===== src/rtl/interconnect_link_arbiter_pkg.sv =====
// Shared interconnect definitions for the link arbiter slice.
//   TIA_TAG_WIDTH / TIA_WORD_WIDTH : default packet field widths
//   packet_t                       : one link packet (tag, data)
//   idx_width()                    : width of a requester index
package interconnect_link_arbiter_pkg;

   localparam int TIA_TAG_WIDTH  = 3;
   localparam int TIA_WORD_WIDTH = 32;

   typedef struct packed {
      logic [TIA_TAG_WIDTH-1:0]  tag;
      logic [TIA_WORD_WIDTH-1:0] data;
   } packet_t;

   function automatic int idx_width(input int n);
      return (n < 2) ? 1 : $clog2(n);
   endfunction

endpackage


===== src/rtl/interconnect_link_arbiter_rr.sv =====
// Combinational round-robin priority search.
//   requests   : per-requester valid
//   last_grant : index of the previous winner; search starts one above it
//   enable     : gates the grant outputs
//   grant      : one-hot grant (zero when disabled or idle)
//   grant_idx  : index of the winner (meaningful only with any_grant)
//   any_grant  : a grant is being issued this cycle
module round_robin_arbiter
   import interconnect_link_arbiter_pkg::*;
#(
   parameter int NUM_REQUESTERS = 4,
   localparam int IDX_W = idx_width(NUM_REQUESTERS)
) (
   input  logic [NUM_REQUESTERS-1:0] requests,
   input  logic [IDX_W-1:0]          last_grant,
   input  logic                      enable,
   output logic [NUM_REQUESTERS-1:0] grant,
   output logic [IDX_W-1:0]          grant_idx,
   output logic                      any_grant
);

   logic [NUM_REQUESTERS-1:0] upper_mask;
   logic [NUM_REQUESTERS-1:0] masked;
   logic [IDX_W-1:0]          hi_idx;
   logic [IDX_W-1:0]          lo_idx;

   // Requesters strictly above the last winner get first chance; if none of
   // them is asking, the unmasked encoder provides the wrapped-around winner.
   always_comb begin
      upper_mask = '0;
      for (int i = 0; i < NUM_REQUESTERS; i++) begin
         upper_mask[i] = (i > int'(last_grant));
      end
   end

   assign masked = requests & upper_mask;

   // Descending scan so the lowest set index is the one left standing.
   always_comb begin
      hi_idx = '0;
      lo_idx = '0;
      for (int i = NUM_REQUESTERS - 1; i >= 0; i--) begin
         if (masked[i])   hi_idx = IDX_W'(i);
         if (requests[i]) lo_idx = IDX_W'(i);
      end
   end

   assign grant_idx = (|masked) ? hi_idx : lo_idx;
   assign any_grant = enable && (|requests);
   assign grant     = any_grant ? (NUM_REQUESTERS'(1) << grant_idx) : '0;

endmodule


===== src/rtl/interconnect_link_arbiter.sv =====
// Shares one physical-plane link between NUM_REQUESTERS local senders with
// a single registered output stage (one-cycle latency, full throughput).
//   clock, reset_n : system clock, async active-low reset
//   in_reqs/acks   : per-requester valid / accept (accept is one-hot or zero)
//   in_tags/data   : per-requester packet
//   out_req/ack    : registered valid toward the interconnect / its accept
//   out_tag/data   : registered packet
//   last_grant     : index of the most recent winner
//   transfer_count : packets accepted from requesters (wraps)
module interconnect_link_arbiter
   import interconnect_link_arbiter_pkg::*;
#(
   parameter int NUM_REQUESTERS = 4,
   parameter int TAG_WIDTH      = TIA_TAG_WIDTH,
   parameter int WORD_WIDTH     = TIA_WORD_WIDTH,
   parameter int COUNT_WIDTH    = 32,
   localparam int IDX_W = idx_width(NUM_REQUESTERS)
) (
   input  logic                                      clock,
   input  logic                                      reset_n,
   input  logic [NUM_REQUESTERS-1:0]                 in_reqs,
   output logic [NUM_REQUESTERS-1:0]                 in_acks,
   input  logic [NUM_REQUESTERS-1:0][TAG_WIDTH-1:0]  in_tags,
   input  logic [NUM_REQUESTERS-1:0][WORD_WIDTH-1:0] in_data,
   output logic                                      out_req,
   input  logic                                      out_ack,
   output logic [TAG_WIDTH-1:0]                      out_tag,
   output logic [WORD_WIDTH-1:0]                     out_data,
   output logic [IDX_W-1:0]                          last_grant,
   output logic [COUNT_WIDTH-1:0]                    transfer_count
);

   logic             out_valid;
   logic             load;
   logic             any_grant;
   logic [IDX_W-1:0] grant_idx;

   // Buffer is empty or draining this edge. Reset also blocks acks so no
   // sender believes a packet was taken while the stage is being cleared.
   assign load = !out_valid || out_ack;

   round_robin_arbiter #(
      .NUM_REQUESTERS(NUM_REQUESTERS)
   ) u_rr (
      .requests  (in_reqs),
      .last_grant(last_grant),
      .enable    (load && reset_n),
      .grant     (in_acks),
      .grant_idx (grant_idx),
      .any_grant (any_grant)
   );

   always_ff @(posedge clock or negedge reset_n) begin
      if (!reset_n) begin
         out_valid      <= 1'b0;
         out_tag        <= '0;
         out_data       <= '0;
         last_grant     <= IDX_W'(NUM_REQUESTERS - 1);
         transfer_count <= '0;
      end else if (load) begin
         if (any_grant) begin
            out_valid      <= 1'b1;
            out_tag        <= in_tags[grant_idx];
            out_data       <= in_data[grant_idx];
            last_grant     <= grant_idx;
            transfer_count <= transfer_count + 1'b1;
         end else begin
            out_valid <= 1'b0;
         end
      end
   end

   assign out_req = out_valid;

endmodule


===== config.mk =====
export PLATFORM = sky130hd
export DESIGN_NAME = interconnect_link_arbiter
export DESIGN_NICKNAME = d
export VERILOG_FILES = /design/src/rtl/interconnect_link_arbiter_pkg.sv /design/src/rtl/interconnect_link_arbiter_rr.sv /design/src/rtl/interconnect_link_arbiter.sv
export SDC_FILE = /design/constraint.sdc
export NUM_CORES = 1
export LEC_CHECK = 0
export ABC_AREA = 1
export ABC_CLOCK_PERIOD_IN_PS = 1600
export CORE_UTILIZATION = 39
export CTS_CLUSTER_SIZE = 12
export DETAILED_ROUTE_END_ITERATION = 16
export PLACE_DENSITY = 0.81
export SYNTH_ARGS = -nofsm -noshare
export SYNTH_HDL_FRONTEND = slang
export SYNTH_SLANG_ARGS = --single-unit

===== constraint.sdc =====
create_clock -name clock -period 1.6 [get_ports clock]
set_input_delay 0.32 -clock clock [delete_from_list [all_inputs] [get_ports clock]]
set_output_delay 0.32 -clock clock [all_outputs]
set_load 0.005 [all_outputs]

# --- Word level (Yosys, flattened, before mapping) ---
# Cells that the tools add are included.
word_totals:
  regBits: 70
  input_bits: 147
  output_inout_bits: 74
  elab_cells: 34
classes:
  n_addsub: 1
  order_cmp: 4
  shift: 1
  n_mux: 15
  n_bitwise: 1
  n_reduce_logical: 7
ops:
  columns: ["operator", "n"]
  rows:
  - ["$bmux 32 s2", 1]
  - ["$add 32x1->32 const B", 1]
  - ["$mux 32", 1]
  - ["$mux 2", 9]
  - ["$reduce_or 4->1", 2]
  - ["$bmux 3 s2", 1]
  - ["$and 4x4->4", 1]
  - ["$gt 2x2->1 const A", 2]
  - ["$mux 4", 1]
  - ["$shl 1x2->4 const A", 1]
  - ["$lt 2x3->1 const B", 1]
  - ["$mux 3", 1]
  - ["$gt 1x2->1 const A", 1]
  - ["$logic_and 1x1->1", 2]
  - ["$reduce_and 2->1", 1]
  - ["$logic_not 1->1", 1]
  - ["$logic_or 1x1->1", 1]
  - ["$mux 1", 1]

# --- Depth between registers and ports, before layout ---
# Gate-level depths: netlist of run 1.
depth:
  word_depth: 9
  depth_mapped: 13
  ltp_nobuf: 11

# --- Hierarchy ---
# A second synthesis of run 1 with hierarchy kept.
hier_totals:
  cells_unflattened: 626
  hier_area_um2: 4324.1
by_module_without_submodules:
  columns: ["module", "n_inst", "cells_per_inst", "area_each_um2", "seq_area_each_um2"]
  rows:
  - ["interconnect_link_arbiter", 1, 590, 4146.5, 1754.2]
  - ["round_robin_arbiter", 1, 36, 177.7, 0.0]

# --- Worst setup path after synthesis of run 1 ---
# Ideal clock, no wire load.
synth_timing:
  path_type: "reg2out"
  from: "reg last_grant[1]"
  to: "out in_acks[3]"
  t_arrival_ns: 1.500
  required_time_ns: 1.280
  path_slack_ns: -0.220
  path_stages_with_launch: 10
  n_path_buf: 1
  path_cell_list: "dfstp_2 inv_2 nand2_2 nand2_2 nor2_4 nand2_4 nand2_2 buf_2 nand2_1 nor3_1"
synth_between:
  elab_chain_len: 9
  word_cells_on_any_way: 12
  cone_classes: "order compare: 3; shift: 1; mux: 6; bitwise: 1; reduce/logical: 1"
synth_rtl:
  columns: ["element", "line", "rtl"]
  rows:
  - ["start, declared", "interconnect_link_arbiter.sv:29", "output logic [IDX_W-1:0] last_grant,"]
  - ["start signal, assigned", "interconnect_link_arbiter.sv:58", "last_grant <= IDX_W'(NUM_REQUESTERS - 1);"]
  - ["start signal, assigned", "interconnect_link_arbiter.sv:65", "last_grant <= grant_idx;"]
  - ["$gt 2x2->1", "interconnect_link_arbiter_rr.sv:32", "upper_mask[i] = (i > int'(last_grant));"]
  - ["$and 4x4->4 (*)", "interconnect_link_arbiter_rr.sv:36", "assign masked = requests & upper_mask;"]
  - ["$mux 2 (4 in a row)", "interconnect_link_arbiter_rr.sv:43", "if (masked[i]) hi_idx = IDX_W'(i);"]
  - ["$mux 2 (*)", "interconnect_link_arbiter_rr.sv:48", "assign grant_idx = (|masked) ? hi_idx : lo_idx;"]
  - ["$shl 1x2->4 (*)", "interconnect_link_arbiter_rr.sv:50", "assign grant = any_grant ? (NUM_REQUESTERS'(1) << grant_idx) : '0;"]
  - ["$mux 4 (*)", "interconnect_link_arbiter_rr.sv:50", null]
  - ["end, declared", "interconnect_link_arbiter.sv:22", "output logic [NUM_REQUESTERS-1:0] in_acks,"]
# Mark *: on every way between the ends. The rest lies on a longest branch, timed or not.

# --- Worst setup path after layout of run 1 ---
layout_timing:
  from: "reg last_grant[1]"
  to: "out in_acks[0]"
# Same word-level chain as after synthesis.

==> qor.csv, run 1 <==
metric,value,unit
outcome,"complete, but fails checks",
violations,negative setup slack,
synth_area_leader_cell,dfrtp_1,
grt_max_degree,70,
worstMarginPinSlew,0.949,ns
grt_pass1_wl,29.6,mm
insertion_delay,0.33,ns
grt.overflow.total,0,
clock-sinks,70,
rsz0062_at_grt,true,
synthTopCellsByArea,"dfrtp_1, nand2_1, nor2_1",
gp_congestion,0.846,
synth_top_area_share,34.4,%
start_util,40.6,%
die-area,13100,um2
clk_path_buf_depth,2,
slew_violations,0,
fmax,0.464,GHz
root_buffer,clkbuf_16,
crit_arrival,1.83,ns
dp_slack,-0.987,ns
drt-pass1-iter-count,5,
wl_per_cell,17.2,um
die_height,115,um
synthCells,747,
setup_slack,-0.554,ns
syn-cell-area,4940,um2
drive_above_1_share,27.4,%
avgSynthCellArea,6.61,um2
period_needed,2.15,ns
wl,21.0,mm
syn-num-nets,895,
avgViaCountPerCell,5.17,
cts_buffers,9,
path_clk_slew,0.05,ns
antenna_found_initial,0,
synth_edf_count,0,
finalSetupTns,-17.99,ns
cts_max_level,3,
hp-class,in -> async,
synth.most_common_cell,nand2_1,
grt_use_total,29.5,%
drv_cap,0,
async_reset_ff_share,100,%
drt_iter0_drc,455,
slew_headroom,36.8,%
cp-end-kind,primary output,
required,1.28,ns
finClkSkew,0.0122,ns
io_pins,221,
cp_max_fo,4,
startpoint_type,register,
hold_viol,0,
num_antenna_cells,0,
grt_pass1_vias,5781,
ys_warn_count,0,
die_x,115,um
p_leak,0.00417,uW
cts_tree,yes,
synthFlopType,dfrtp_1,
synthTopCellsByCount,"nand2_1, nor2_1, nand3_1",
num_vias,6326,
fin_crit_sh,135,%
area_growth,81.9,%
final_net_count,1199,
peakVddDrop,0.000490,V
io_buffers,220,
place_hpwl,12.8,mm
finalSetupViolations,45,
yosysUniqueCellTypes,28,
critPathKind,reg -> out,
yosysSeqAreaShare,35.5,%
coreArea,12200,um2
rows,40,
ys_ff_latch,70,
drc,0,
power.density,974,nW/um2
ant_nets,0,
## cell families (layout without fill, tap and decap cells)
family | count (synthesis) | in the layout | synth area share (%)
compound gates | 31 | 31 | 3.24
xor+xnor | 24 | 24 | 4.25
fa+ha+maj | 1 | 1 | 0.253
flops | 70 | 70 | 35.5
simple gates | 523 | 523 | 48.1
buf+inv | 98 | 407 | 8.69
## power breakdown
| part | leakage (uW) | switching, uW | total, uW | internal, uW |
|---|---|---|---|---|
| clock network | 0.000137 | 774 | 1910 | 1130 |
| logic | 0.00321 | 2010 | 4330 | 2320 |
| registers | 0.000824 | 303 | 2520 | 2210 |
## critical path, stage by stage, from the launching register on
cell	delay (ns)
dfstp_2	0.56
inv_2	0.08
nand2_4	0.08
nand2_4	0.06
buf_6	0.11
nor2_4	0.13
nor2_4	0.06
buf_6	0.12
nor3_4	0.16
buf_2	0.14
## per-layer routing
metal	GRT usage, %	wire length [um]	vias to the layer above
met5	0	0	-
met4	12.9	744	0
met3	6.30	1730	58
met2	52.8	10500	328
met1	33.8	8020	3003
li1	-	-	2937
## placed cells by master (no fill, tap or decap), types with 2 or more instances in the layout
cell	instances
buf_8	3
dfrtp_2	9
nor2_1	78
buf_4	81
nand3_2	23
nand3b_1	38
clkbuf_1	3
clkbuf_2	3
dlymetal6s2s_1	7
buf_6	11
buf_12	8
clkinv_2	2
nand2_4	12
or2_2	35
nand4_1	2
clkbuf_8	2
nand2_1	219
xor2_1	11
a21oi_1	26
xnor2_1	12
nand2_2	21
nor3_4	4
nor2_4	17
inv_2	5
nor3_2	2
nand2_8	2
nand3_1	42
buf_2	5
clkbuf_16	9
bufbuf_16	3
dlygate4sd2_1	7
inv_1	60
nand3_4	5
nor2_2	21
dfrtp_1	59
dfstp_2	2
clkdlybuf4s50_1	197
o21ai_0	2
## area by class of cell
class | count | area, um2
multi-input cells | 579 | 3290
repair buffers | 325 | 3200
fillers | 872 | 3170
flip-flops and latches | 70 | 1770
clock buffers | 14 | 264
inverters | 66 | 250
well taps | 168 | 210
clock inverters | 2 | 10.0
## flip-flops by register name, indices dropped and copies added (netlist names)
name and flops:
out_data 32, transfer_count 32, out_tag 3, last_grant 2, out_req 1
## through the flow
step                      utilization, %  instance area (um2)  hold WS (ns)  cells  power [uW]
final                               73.9                 8990        0.0893   1224        8750
after global routing                73.9                 8990        0.0874   1224        9210
after CTS                           69.7                 8470        0.0860   1198        8320
after detailed placement            62.1                 7560         0.402   1144        6000
after global placement              62.1                 7560         0.407   1144        5930
after floorplan                        -                 4980        0.0244    747        4090
## repair_timing
item                       4_1_cts  5_1_grt
pin swaps                       38       92
gates cloned                     7        0
buffers inserted                34       34
setup endpoints to repair       90       85
hold buffers                     0        0
gates resized for setup         98      115
## final timing paths
kind / endpoint / cells after the start / from / slack, ns
min in group clock: out_req / 3 / reset_n / 0.29
max: in_acks[0] / 9 / last_grant[1] / -0.55
max reg2reg: out_data[14] / 14 / last_grant[1] / -0.50
max in group asynchronous: transfer_count[2] / 2 / reset_n / 0.65
min: last_grant[0] / 2 / reset_n / 0.09
min reg2reg: last_grant[0] / 2 / last_grant[0] / 0.49
Power figures use the tool's default switching activity.
==> inputs of run 2 (changes only) <==
--- a/config.mk
+++ b/config.mk
@@ -13,2 +13,3 @@
 export PLACE_DENSITY = 0.81
+export REMOVE_ABC_BUFFERS = 1
 export SYNTH_ARGS = -nofsm -noshare
--- a/constraint.sdc
+++ b/constraint.sdc
@@ -3,2 +3,2 @@
 set_output_delay 0.32 -clock clock [all_outputs]
-set_load 0.005 [all_outputs]
+set_load 0.01 [all_outputs]
==> qor.csv, run 2 (synthesized netlist as in run 1, its figures left out) <==
metric,value,unit,change
sequentialPowerShare,26.9,%,was 28.8%
cts_max_level,3,,unchanged
r2r_slack,-0.42,ns,was -0.50 ns
avgViaCountPerCell,5.10,,was 5.17
slew_violations,0,,unchanged
cp_max_fo,3,,was 4
drive_above_1_share,24.0,%,was 27.4%
grt_max_degree,68,,was 70
cp-end-kind,primary output,,unchanged
final_net_count,1168,,was 1199
worstMarginPinSlew,0.884,ns,was 0.949 ns
pwr-share-comb,47.3,%,was 49.5%
cts_tree,yes,,unchanged
path_cells,nand2_2 -> nand2_4 -> nor2_2 -> nor2_4 -> nand2_4 -> buf_4 -> nor2_4 -> buf_6,,was inv_2 -> nand2_4 -> nand2_4 -> buf_6 -> nor2_4 -> nor2_4 -> buf_6 -> nor3_4 -> buf_2
period_needed,2.06,ns,was 2.15 ns
drc,0,,unchanged
internal_power,6030,uW,was 5660 uW
fin_crit_sh,129,%,was 135%
power.total,9320,uW,was 8750 uW
io_buffers,220,,unchanged
startpoint,last_grant[1],,unchanged
r2r_cells,14,,unchanged
p_clk_share,25.7,%,was 21.8%
grt_pass1_wl,28.1,mm,was 29.6 mm
num_antenna_cells,0,,unchanged
antenna_found_initial,0,,unchanged
clk_path_buf_depth,2,,unchanged
finClkSkew,0.0107,ns,was 0.0122 ns
finalSetupViolations,41,,was 45
crit_arrival,1.74,ns,was 1.83 ns
r2r_start,last_grant[1],,unchanged
grt_pass1_vias,5508,,was 5781
clock-sinks,70,,unchanged
crit_cells,8,,was 9
post_layout_nonfiller_instances,1193,,was 1224
root_buffer,clkbuf_16,,unchanged
path_buf_inv,2,,was 4
reg.largest.list,"out_data (32), transfer_count (32), out_tag (3)",,unchanged
insertion_delay,0.33,ns,about the same
start_util,40.6,%,unchanged
peakVddDrop,0.000644,V,was 0.000490 V
hp-class,in -> async,,unchanged
critPathCapture,in_acks[2],,was in_acks[0]
grt.overflow.total,0,,unchanged
grt_use_total,27.8,%,was 29.5%
required,1.28,ns,about the same
rsz0062_at_grt,true,,unchanged
slowest_stage,dfstp_2,,unchanged
power.density,1070,nW/um2,was 974 nW/um2
num_vias,6081,,was 6326
path_delay_family,simple AND/OR/NAND/NOR gates,,was flip-flops
violations,negative setup slack,,unchanged
outcome,"complete, but fails checks",,unchanged
gp_congestion,0.849,,was 0.846
hold_viol,0,,unchanged
drv_cap,0,,unchanged
swShare,35.3,%,about the same
cts_buffers,9,,unchanged
coreArea,12200,um2,unchanged
setup_slack,-0.462,ns,was -0.554 ns
rows,40,,unchanged
final_cell_mix,"nand2_1, clkdlybuf4s50_1, nor2_1, inv_1, dfrtp_1",,"was nand2_1, clkdlybuf4s50_1, buf_4, nor2_1, inv_1"
drt-pass1-iter-count,6,,was 5
die_x,115,um,unchanged
timing.hold.ws,0.0846,ns,was 0.0893 ns
die_height,115,um,unchanged
cpPeakStageDelay,0.56,ns,about the same
path_clk_slew,0.06,ns,was 0.05 ns
die-area,13100,um2,unchanged
final_common_cell,nand2_1,,unchanged
drt_iter0_drc,542,,was 455
wl_per_cell,17.2,um,about the same
p_sw,3290,uW,was 3090 uW
place_hpwl,12.7,mm,was 12.8 mm
area_growth,77.1,%,was 81.9%
io_pins,221,,unchanged
p_leak,0.00409,uW,was 0.00417 uW
dp_cells,1135,,was 1144
critPathKind,reg -> out,,unchanged
slew_headroom,41.0,%,was 36.8%
wl,20.6,mm,was 21.0 mm
r2r-end,out_data[12],,was out_data[14]
fmax,0.485,GHz,was 0.464 GHz
ant_nets,0,,unchanged
startpoint_type,register,,unchanged
[run 2: power by group through the flow]
stage | clock network [uW] | logic (uW) | registers [uW]
finish | 2400 | 4410 | 2510
global route | 2500 | 4690 | 2550
CTS | 2410 | 3710 | 2490
detailed placement | 0 | 3560 | 2530
global placement | 0 | 3500 | 2530
floorplan | 0 | 1380 | 2710
[run 2: worst min path at each step]
stage	from	end	slack (ns)
finish	reset_n	last_grant[1]	0.08
global route	reset_n	last_grant[0]	0.08
CTS	reset_n	last_grant[0]	0.07
global placement	reset_n	out_req	0.25
floorplan	reset_n	out_data[0]	0.02
detailed placement	reset_n	out_req	0.26
[run 2: worst reg2reg max path, cell delays in order (launching register included)]
cell and delay, ns:
dfstp_2 0.39, inv_2 0.10, nand2_2 0.08, nor2_4 0.18
nor2_4 0.07, buf_4 0.14, buf_6 0.11, nand2_1 0.09
nand2_4 0.14, buf_6 0.17, buf_8 0.13, nand2_1 0.07
nand2_1 0.07, nor2_1 0.13, nor2_1 0.05
[run 2: layout make-up]
class	count	area, um2
fillers	907	3410
multi-input cells	579	3190
repair buffers	294	2970
flip-flops and latches	70	1770
clock buffers	11	253
inverters	66	250
well taps	168	210
clock inverters	5	105
[run 2: layer usage]
metal	wire [um]	vias to the layer above	global-route usage [%]
li1	-	2866	-
met1	7930	2849	33.3
met2	10100	309	49.1
met3	1780	57	6.41
met4	740	0	9.44
met5	0	-	0
[run 2: through the flow]
stage | setup slack [ns] | TNS [ns] | utilization, % | area (um2)
detailed placement | -0.802 | -31.23 | 61.4 | 7460
floorplan | -0.915 | -25.93 | - | 4760
global route | -0.517 | -16.84 | 72.0 | 8750
finish | -0.462 | -13.61 | 72.0 | 8750
CTS | -0.422 | -11.86 | 65.9 | 8010
global placement | -0.778 | -28.99 | 61.4 | 7460
[run 2: repair_timing]
| item | 4_1_cts | 5_1_grt |
|---|---|---|
| gates cloned | 0 | 7 |
| hold buffers | 1 | 0 |
| buffers inserted | 18 | 18 |
| resized for setup | 71 | 122 |
| setup endpoints to repair | 86 | 71 |
| hold endpoints to repair | 1 | 0 |
| pin swaps | 8 | 45 |
==> inputs of run 3 (changes only) <==
Settings changed: CTS_BUF_LIST set to sky130_fd_sc_hd__clkbuf_8.
==> qor.csv, run 3 (synthesized netlist as in run 1, its figures left out) <==
metric,value,unit,change
coreArea,12200,um2,unchanged
power.total,8310,uW,was 9320 uW
fin_area,8580,um2,was 8750 um2
period_needed,2.08,ns,was 2.06 ns
nFillCells,950,,was 907
antenna_found_initial,1,,was 0
fin_crit_sh,130,%,was 129%
setup_slack,-0.481,ns,was -0.462 ns
wl,19.8,mm,was 20.6 mm
crit_arrival,1.76,ns,was 1.74 ns
grt_pass1_wl,29.3,mm,was 28.1 mm
area_growth,73.6,%,was 77.1%
outcome,"complete, but fails checks",,unchanged
clock-sinks,70,,unchanged
grt_use_total,29.3,%,was 27.8%
path_clk_slew,0.08,ns,was 0.06 ns
cp_max_fo,4,,was 3
rows,40,,unchanged
final_common_cell,nand2_1,,unchanged
place_hpwl,12.7,mm,unchanged
startpoint_type,register,,unchanged
final_cell_mix,"nand2_1, clkdlybuf4s50_1, nor2_1, inv_1, buf_4",,"was nand2_1, clkdlybuf4s50_1, nor2_1, inv_1, dfrtp_1"
gp_congestion,0.849,,unchanged
drive_above_1_share,21.4,%,was 24.0%
grt.overflow.total,0,,unchanged
cp-end-kind,primary output,,unchanged
dp_cells,1135,,unchanged
cts_tree,yes,,unchanged
rsz0062_at_grt,true,,unchanged
die-area,13100,um2,unchanged
num_vias,5999,,was 6081
drv_cap,0,,unchanged
fmax,0.481,GHz,was 0.485 GHz
drt_iter0_drc,398,,was 542
p_leak,0.00420,uW,was 0.00409 uW
wl_per_cell,16.4,um,was 17.2 um
cpPeakStageDelay,0.57,ns,was 0.56 ns
hold_viol,0,,unchanged
start_util,40.6,%,unchanged
slowest_stage,dfstp_2,,unchanged
multi_input_area,3030,um2,was 3190 um2
dpl_cell_area,7460,um2,unchanged
die_x,115,um,unchanged
cts_buffers,9,,unchanged
grt_max_degree,68,,unchanged
insertion_delay,0.35,ns,was 0.33 ns
drt-pass1-iter-count,5,,was 6
io_pins,221,,unchanged
worstMarginPinSlew,0.894,ns,was 0.884 ns
critPathKind,reg -> out,,unchanged
io_buffers,220,,unchanged
finClkSkew,0.0126,ns,was 0.0107 ns
violations,negative setup slack,,unchanged
root_buffer,clkbuf_8,,was clkbuf_16
clk_path_buf_depth,2,,unchanged
finalSetupViolations,39,,was 41
final_net_count,1178,,was 1168
finalSetupTns,-11.85,ns,was -13.61 ns
power.density,969,nW/um2,was 1070 nW/um2
required,1.28,ns,about the same
ant_nets,0,,unchanged
slew_headroom,40.4,%,was 41.0%
reg.largest.list,"out_data (32), transfer_count (32), out_tag (3)",,unchanged
hp-class,in -> async,,unchanged
timing.hold.ws,0.0603,ns,was 0.0846 ns
avgViaCountPerCell,4.98,,was 5.10
die_height,115,um,unchanged
grt_pass1_vias,5656,,was 5508
cts_max_level,3,,unchanged
peakVddDrop,0.000561,V,was 0.000644 V
seq_area,1770,um2,unchanged
path_cells,inv_2 -> nand2_2 -> nor2_4 -> buf_4 -> nor2_4 -> nand2_2 -> nor2_1 -> buf_4,,was nand2_2 -> nand2_4 -> nor2_2 -> nor2_4 -> nand2_4 -> buf_4 -> nor2_4 -> buf_6
r2r_cells,13,,was 14
drc,0,,unchanged
slew_violations,0,,unchanged
post_layout_nonfiller_instances,1204,,was 1193
==> run 3: cell count changes in the layout (fill, tap and decap cells not counted), sizes merged <==
cell | before | now
buf | 73 | 88
clkbuf | 16 | 13
clkdlybuf4s15 | 1 | 0
clkdlybuf4s50 | 178 | 146
diode | 0 | 1
dlygate4sd2 | 24 | 41
dlymetal6s2s | 12 | 26
==> run 3: layout make-up <==
type | count | area share (%)
multi-input combinational | 579 | 35.3
tap | 168 | 2.45
clock buffer | 11 | 1.77
sequential | 70 | 20.6
timing repair buffer | 304 | 35.7
antenna | 1 | 0.0292
inverter | 66 | 2.92
clock inverter | 5 | 1.23
==> run 3: power breakdown <==
part / internal, uW / switching (uW) / leakage, uW / total [uW]
clock network: 1120 / 708 / 0.000122 / 1830
logic: 1970 / 2040 / 0.00326 / 4010
registers: 2210 / 263 / 0.000824 / 2470
total: 5300 / 3010 / 0.00420 / 8310
==> run 3: worst paths after layout <==
path | startpoint | end | slack [ns]
max reg2reg | last_grant[1] | out_data[29] | -0.34
max in group asynchronous | reset_n | transfer_count[15] | 0.73
min | reset_n | last_grant[1] | 0.06
max | last_grant[1] | in_acks[2] | -0.48
min in group clock | reset_n | out_req | 0.39
min reg2reg | transfer_count[31] | transfer_count[31] | 0.54
==> run 3: critical path, delay by kind of cell, from the launching register on <==
kind / cells / cell delay [ns]
flops: 1 / 0.57
buf+inv: 3 / 0.36
simple gates: 5 / 0.47
==> run 3: stage by stage <==
step	utilization [%]	setup slack (ns)
finish	70.5	-0.481
global route	70.5	-0.584
CTS	68.4	-0.451
detailed placement	61.4	-0.802
global placement	61.4	-0.778
floorplan	-	-0.915
==> run 3: what timing repair did <==
action	CTS	global route
buffers inserted	41	6
hold buffers	1	0
gates cloned	4	1
resized for setup	120	60
pin swaps	22	7
hold endpoints to repair	1	0
endpoints found under the setup margin	94	86
==> run 3: per-layer routing <==
| metal | vias to the layer above | part of all wire (%) | track usage (%) |
|---|---|---|---|
| met5 | - | 0 | 0 |
| met4 | 0 | 3.2 | 11.3 |
| met3 | 40 | 8.9 | 7.46 |
| met2 | 276 | 48 | 50.1 |
| met1 | 2793 | 40 | 35.3 |
| li1 | 2890 | - | - |
